`config.mk`:
```
export PLATFORM = sky130hd
export DESIGN_NAME = mod_div_sched
export DESIGN_NICKNAME = d
export VERILOG_FILES = /design/src/rtl/mod_div_sched.sv
export SDC_FILE = /design/constraint.sdc
export NUM_CORES = 1
export LEC_CHECK = 0
export CAP_MARGIN = 10
export CORE_MARGIN = 5
export CORE_UTILIZATION = 35
export DETAILED_ROUTE_END_ITERATION = 6
export DONT_BUFFER_PORTS = 1
export PLACE_DENSITY = 0.59
export SLEW_MARGIN = 20
export SYNTH_ARGS = -nofsm -noshare
export SYNTH_HDL_FRONTEND = slang
export SYNTH_SLANG_ARGS = --single-unit
```
`constraint.sdc`:
```
create_clock -name clk -period 1.9 [get_ports clk]
set_input_delay 0.19 -clock clk [delete_from_list [all_inputs] [get_ports clk]]
set_output_delay 0.19 -clock clk [all_outputs]
set_load 0.01 [all_outputs]
```
`src/rtl/mod_div_sched.sv`:
```
// Two-requester round-robin front end for a bit-serial mod-DIVISOR residue engine.
// Optional result statistics (div_cnt) are built when MOD_DIV_STAT_EN is defined.
module mod_div_sched #(
  parameter int WIDTH   = 8,
  parameter int DIVISOR = 5,
  parameter int RES_W   = 3
) (
  input  logic             clk,
  input  logic             rst_n,
  input  logic             req0_valid,
  output logic             req0_ready,
  input  logic [WIDTH-1:0] req0_data,
  input  logic             req1_valid,
  output logic             req1_ready,
  input  logic [WIDTH-1:0] req1_data,
  output logic             res_valid,
  input  logic             res_ready,
  output logic             res_id,
  output logic [RES_W-1:0] res_rem,
  output logic             res_div,
  output logic             busy
`ifdef MOD_DIV_STAT_EN
  ,
  output logic [7:0]       div_cnt
`endif
);

  localparam int             CNT_W = $clog2(WIDTH + 1);
  localparam logic [RES_W:0] L_DIV = (RES_W + 1)'(DIVISOR);

  typedef enum logic [1:0] {S_IDLE, S_SHIFT, S_DONE} state_t;

  state_t             r_state;
  state_t             w_state_next;
  logic               r_rr;
  logic               r_owner;
  logic [RES_W-1:0]   r_rem;
  logic [CNT_W-1:0]   r_cnt;
  logic [WIDTH-1:0]   r_shreg;
  logic               r_res_valid;
  logic               r_res_id;
  logic [RES_W-1:0]   r_res_rem;
  logic               r_res_div;

  logic               w_grant;
  logic               w_accept;
  logic               w_last;
  logic               w_res_hs;
  logic [WIDTH-1:0]   w_data;
  logic [RES_W:0]     w_t;
  logic [RES_W-1:0]   w_rem_next;

  always_comb begin
    w_state_next = r_state;
    req0_ready   = 1'b0;
    req1_ready   = 1'b0;
    w_accept     = 1'b0;
    // Pointer requester first, otherwise fall through to whoever is valid.
    w_grant      = r_rr ? req1_valid : !req0_valid;
    w_last       = (r_cnt == CNT_W'(1));
    w_res_hs     = r_res_valid && res_ready;
    case (r_state)
      S_IDLE: begin
        req0_ready = req0_valid && !w_grant;
        req1_ready = req1_valid && w_grant;
        w_accept   = req0_ready || req1_ready;
        if (w_accept) w_state_next = S_SHIFT;
      end
      S_SHIFT: if (w_last) w_state_next = S_DONE;
      S_DONE:  if (w_res_hs) w_state_next = S_IDLE;
      default: w_state_next = S_IDLE;
    endcase
  end

  // t < 2*DIVISOR always, so one conditional subtract keeps the residue reduced.
  always_comb begin
    w_data     = w_grant ? req1_data : req0_data;
    w_t        = {r_rem, 1'b0} + {{RES_W{1'b0}}, r_shreg[WIDTH-1]};
    w_rem_next = (w_t >= L_DIV) ? RES_W'(w_t - L_DIV) : RES_W'(w_t);
  end

  always_ff @(posedge clk or negedge rst_n) begin
    if (!rst_n) r_state <= S_IDLE;
    else        r_state <= w_state_next;
  end

  always_ff @(posedge clk or negedge rst_n) begin
    if (!rst_n) begin
      r_rr        <= 1'b0;
      r_owner     <= 1'b0;
      r_rem       <= '0;
      r_cnt       <= '0;
      r_shreg     <= '0;
      r_res_valid <= 1'b0;
      r_res_id    <= 1'b0;
      r_res_rem   <= '0;
      r_res_div   <= 1'b0;
    end else begin
      if (w_accept) begin
        r_shreg <= w_data;
        r_owner <= w_grant;
        r_rem   <= '0;
        r_cnt   <= CNT_W'(WIDTH);
      end
      if (r_state == S_SHIFT) begin
        r_shreg <= {r_shreg[WIDTH-2:0], 1'b0};
        r_rem   <= w_rem_next;
        r_cnt   <= r_cnt - CNT_W'(1);
        if (w_last) begin
          r_res_valid <= 1'b1;
          r_res_rem   <= w_rem_next;
          r_res_div   <= (w_rem_next == '0);
          r_res_id    <= r_owner;
        end
      end
      if (w_res_hs) begin
        r_res_valid <= 1'b0;
        r_rr        <= ~r_owner;
      end
    end
  end

`ifdef MOD_DIV_STAT_EN
  logic [7:0] r_div_cnt;

  always_ff @(posedge clk or negedge rst_n) begin
    if (!rst_n)                                           r_div_cnt <= '0;
    else if (w_res_hs && r_res_div && r_div_cnt != 8'hFF) r_div_cnt <= r_div_cnt + 8'd1;
  end

  assign div_cnt = r_div_cnt;
`endif

  assign res_valid = r_res_valid;
  assign res_id    = r_res_id;
  assign res_rem   = r_res_rem;
  assign res_div   = r_res_div;
  assign busy      = (r_state != S_IDLE);

endmodule

```
==> impl_metrics.prom <==
# TYPE chip_impl_metric gauge
chip_impl_info{name="run_status",value="finished, final reports clean"} 1
chip_impl_metric{name="clk-insertion-delay-late",unit="ns"} 0.31
chip_impl_info{name="min_from",value="res_ready"} 1
chip_impl_metric{name="clock_edge_transition_at_the_registers_on_the_reported_setup_and_hold_paths",unit="ns"} 0.13
chip_impl_info{name="worst_path_max_delay_cell",value="dfrtp_1"} 1
chip_impl_metric{name="postLayoutSetupSlackWorst",unit="ns"} 0.155
chip_impl_metric{name="syn-mean-instance-area",unit="um^2"} 10.4
chip_impl_metric{name="detail_route.drc_violations",unit=""} 0
chip_impl_metric{name="mappedNetlistNets",unit=""} 142
chip_impl_metric{name="tritoncts.num_buffers",unit=""} 3
chip_impl_info{name="crit_reg_reg_endpoint",value="res_div"} 1
chip_impl_metric{name="place_worst_setup_slack",unit="ns"} 0.204
chip_impl_metric{name="stages_on_worst_setup_path",unit=""} 6
chip_impl_metric{name="initial_antenna_violation_count",unit=""} 0
chip_impl_metric{name="timing.reg2reg.setup_slack",unit="ns"} 0.15
chip_impl_metric{name="vias",unit=""} 868
chip_impl_metric{name="final_min_period_over_clock_period",unit=""} 0.919
chip_impl_metric{name="final_nets",unit=""} 149
chip_impl_metric{name="synth-compound-area-share",unit=""} 0.162
chip_impl_metric{name="post_synth_and_or_nand_nor_area_fraction",unit=""} 0.128
chip_impl_metric{name="cellLeakagePower",unit="uW"} 0.000596
chip_impl_metric{name="fin_worst_skew",unit="ns"} 0.00710
chip_impl_metric{name="maxSlewViolCount",unit=""} 0
chip_impl_metric{name="synth_seq_area_share",unit=""} 0.517
chip_impl_metric{name="pin_count",unit=""} 30
chip_impl_metric{name="starting_density_of_the_core",unit=""} 0.363
chip_impl_metric{name="portBuffers",unit=""} 0
chip_impl_metric{name="post_dp_cell_area",unit="um^2"} 1270
chip_impl_metric{name="detailed_router_iteration_count_before_antenna_repair",unit=""} 4
chip_impl_info{name="root_buffer",value="clkbuf_4"} 1
chip_impl_metric{name="fmax",unit="MHz"} 573
chip_impl_metric{name="synth-edff-count",unit=""} 0
chip_impl_info{name="yosys.cell_count.top_type",value="dfrtp_1"} 1
chip_impl_metric{name="die_area",unit="um^2"} 4740
chip_impl_metric{name="finalHoldViolCount",unit=""} 0
chip_impl_metric{name="diodes_inserted",unit=""} 0
chip_impl_metric{name="period_minus_slack",unit="ns"} 1.75
chip_impl_metric{name="place.gp.congestion",unit=""} 0.760
chip_impl_info{name="worstPathCellList",value="inv_1 > ha_1 > nand2b_1 > a21oi_1 > mux2_2 > a32o_1"} 1
chip_impl_metric{name="reg2regPathDepth",unit=""} 6
chip_impl_metric{name="ys_warn_count",unit=""} 0
chip_impl_metric{name="final.hold.worst_slack",unit="ns"} 0.0579
chip_impl_metric{name="largest_net_degree_at_the_start_of_global_routing",unit=""} 26
chip_impl_metric{name="final_wirelength",unit="mm"} 2.37
chip_impl_metric{name="cp.buffers_inverters",unit=""} 1
chip_impl_metric{name="global_route.overflow_total",unit=""} 0
chip_impl_metric{name="height_of_the_chip",unit="um"} 68.8
chip_impl_info{name="family_with_the_most_delay_on_the_worst_path",value="compound AO/OA/AOI/OAI gates"} 1
chip_impl_metric{name="ys_ff_latch",unit=""} 25
chip_impl_metric{name="postRouteAntennaNets",unit=""} 0
chip_impl_metric{name="synth.top_cell.area_share",unit=""} 0.517
chip_impl_metric{name="ff_latch_area",unit="um^2"} 626
chip_impl_metric{name="cap_viol_max_count",unit=""} 0
chip_impl_metric{name="required_time_of_the_critical_path",unit="ns"} 2.12
chip_impl_info{name="crit_path_end_kind",value="flop"} 1
chip_impl_metric{name="area_of_the_multi_input_gates",unit="um^2"} 546
chip_impl_info{name="timing.hold.worst_endpoint",value="r_rr"} 1
chip_impl_metric{name="layout_overhead_on_the_synthesized_area",unit="%"} 10.6
chip_impl_metric{name="whs_path_depth",unit=""} 2
chip_impl_metric{name="setup_tns",unit="ns"} 0
chip_impl_metric{name="finalPower",unit="uW"} 2090
chip_impl_metric{name="worstMarginPinSlew",unit="ns"} 1.01
chip_impl_metric{name="layout-drive-gt1-share",unit=""} 0.0894
chip_impl_metric{name="setup_viol",unit=""} 0
chip_impl_metric{name="synth.mux.area_fraction",unit=""} 0.112
chip_impl_info{name="synth_top_family_by_area",value="compound AO/OA/AOI/OAI gates"} 1
chip_impl_info{name="synth_common_cells",value="dfrtp_1, o21ai_1, mux2i_1, nand2_1"} 1
chip_impl_info{name="grt_setup_unrepaired",value="false"} 1
chip_impl_metric{name="clk_path_buf_depth",unit=""} 2
chip_impl_metric{name="cp_slowest_stage_delay",unit="ns"} 0.42
chip_impl_metric{name="n_fill_cell",unit=""} 338
chip_impl_metric{name="synthDistinctLibCells",unit=""} 31
chip_impl_metric{name="synthArstFlopShare",unit=""} 1.00
chip_impl_metric{name="wire_per_inst",unit="um"} 14.0
chip_impl_info{name="setup.worst_path.start_class",value="flop"} 1
chip_impl_metric{name="htree_num_levels",unit=""} 1
chip_impl_metric{name="via_per_inst",unit=""} 5.14
chip_impl_metric{name="yosys.area_share.adder",unit=""} 0.0413
chip_impl_info{name="yosys_most_used_dff",value="dfrtp_1"} 1
chip_impl_info{name="reg2reg_from",value="r_shreg[7]"} 1
chip_impl_info{name="critPathKind",value="reg2reg"} 1
chip_impl_metric{name="first_iter_violations",unit=""} 32
chip_impl_metric{name="relSlewSlack",unit=""} 0.324
chip_impl_metric{name="floorplan.core_area",unit="um^2"} 3340
chip_impl_metric{name="dp_hpwl",unit="mm"} 1.82
chip_impl_metric{name="path_max_fanout",unit=""} 3
chip_impl_metric{name="wp_data_arrival",unit="ns"} 1.96
chip_impl_info{name="cts_tree",value="done"} 1
chip_impl_info{name="synth_top_cells_by_area",value="dfrtp_1, mux2i_1, o21ai_1, ha_1, a22oi_1"} 1
chip_impl_metric{name="die_w",unit="um"} 68.8
chip_impl_metric{name="std_cell_rows",unit=""} 21
chip_impl_metric{name="clock_sinks",unit=""} 25
chip_impl_metric{name="vdd.ir_drop.worst",unit="V"} 0.000346
chip_impl_metric{name="power_per_cell_area",unit="nW/um^2"} 1560
chip_impl_metric{name="grt_pass1_wl",unit="mm"} 4.01
chip_impl_metric{name="synth_xor_area_frac",unit=""} 0.00723
chip_impl_info{name="post-synth-top-area-cell",value="dfrtp_1"} 1
chip_impl_metric{name="first_global_vias",unit=""} 890
chip_impl_metric{name="syn-instance-count",unit=""} 117
chip_impl_info{name="min_path_type",value="in2reg"} 1
chip_impl_metric{name="syn_area",unit="um^2"} 1210
chip_impl_metric{name="track_usage",unit=""} 0.114
chip_impl_metric{name="fin_area",unit="um^2"} 1340
-- registers in the layout (all words and copies together), names as in the netlist --
signal	count
res_div	1
r_rr	1
res_rem	3
r_shreg	8
res_valid	1
r_owner	1
r_cnt	4
res_id	1
r_state	2
r_rem	3
-- power by group --
part           internal [uW]  leakage, uW  switching (uW)
clock                   82.0    0.0000150             149
combinational            401     0.000269             478
sequential               770     0.000312             209
-- routing by layer --
| metal | vias up | part of all wire | global-route usage |
|---|---|---|---|
| met2 | 14 | 0.52 | 0.194 |
| li1 | 429 | - | - |
| met4 | 0 | 0.011 | 0.0584 |
| met3 | 2 | 0.048 | 0.0194 |
| met5 | - | 0 | 0 |
| met1 | 423 | 0.42 | 0.136 |
-- cell type report --
cell class	instances	share of cell area
Clock buffer	4	0.0196
Multi-Input combinational cell	82	0.407
Sequential cell	25	0.467
Inverter	6	0.0168
Tap cell	46	0.0430
Timing Repair Buffer	6	0.0467
-- worst max path at each step --
stage	startpoint	to	slack, ns
final	r_shreg[7]	res_div	0.15
after global routing	r_shreg[7]	res_div	0.06
after CTS	r_shreg[7]	res_div	0.18
after detailed placement	r_shreg[7]	res_div	0.20
after global placement	r_shreg[7]	res_div	0.27
after floorplan	r_shreg[7]	res_div	0.31
-- stage by stage --
stage                      util  std cells
final                     0.402        169
after CTS                 0.402        169
after global placement    0.382        162
after floorplan               -        117
after global routing      0.402        169
after detailed placement  0.382        162
-- cells by family after synthesis --
kind of cell    count (synthesis)
compound gates                 34
xor+xnor                        1
fa+ha+maj                       4
buf+inv                        10
flops                          25
mux                            12
simple gates                   31
-- placed cells by master, fill, tap and decap left out, drive strengths merged --
cell | synthesis | routed
mux2i | 10 | 10
a32o | 1 | 1
xnor2 | 1 | 1
buf | 3 | 4
nand2 | 10 | 10
mux2 | 2 | 2
nor2b | 2 | 2
nor4 | 1 | 1
dlygate4sd3 | 0 | 2
o21ai | 18 | 18
a21oi | 6 | 6
nand3b | 1 | 1
dfrtp | 25 | 25
ha | 4 | 4
o22ai | 1 | 1
inv | 6 | 6
nand2b | 2 | 2
nor3 | 2 | 2
or2 | 1 | 1
nor3b | 2 | 2
nand3 | 6 | 6
a22oi | 6 | 6
nor2 | 4 | 4
clkbuf | 1 | 4
a21o | 1 | 1
o21a | 1 | 1
-- repair_timing --
item / CTS / global route
endpoints found under the hold margin: 26 / 0
setup buffers: 0 / 0
hold buffers: 3 / 0
resized for setup: 0 / 0
Power figures use the tool's default switching activity.
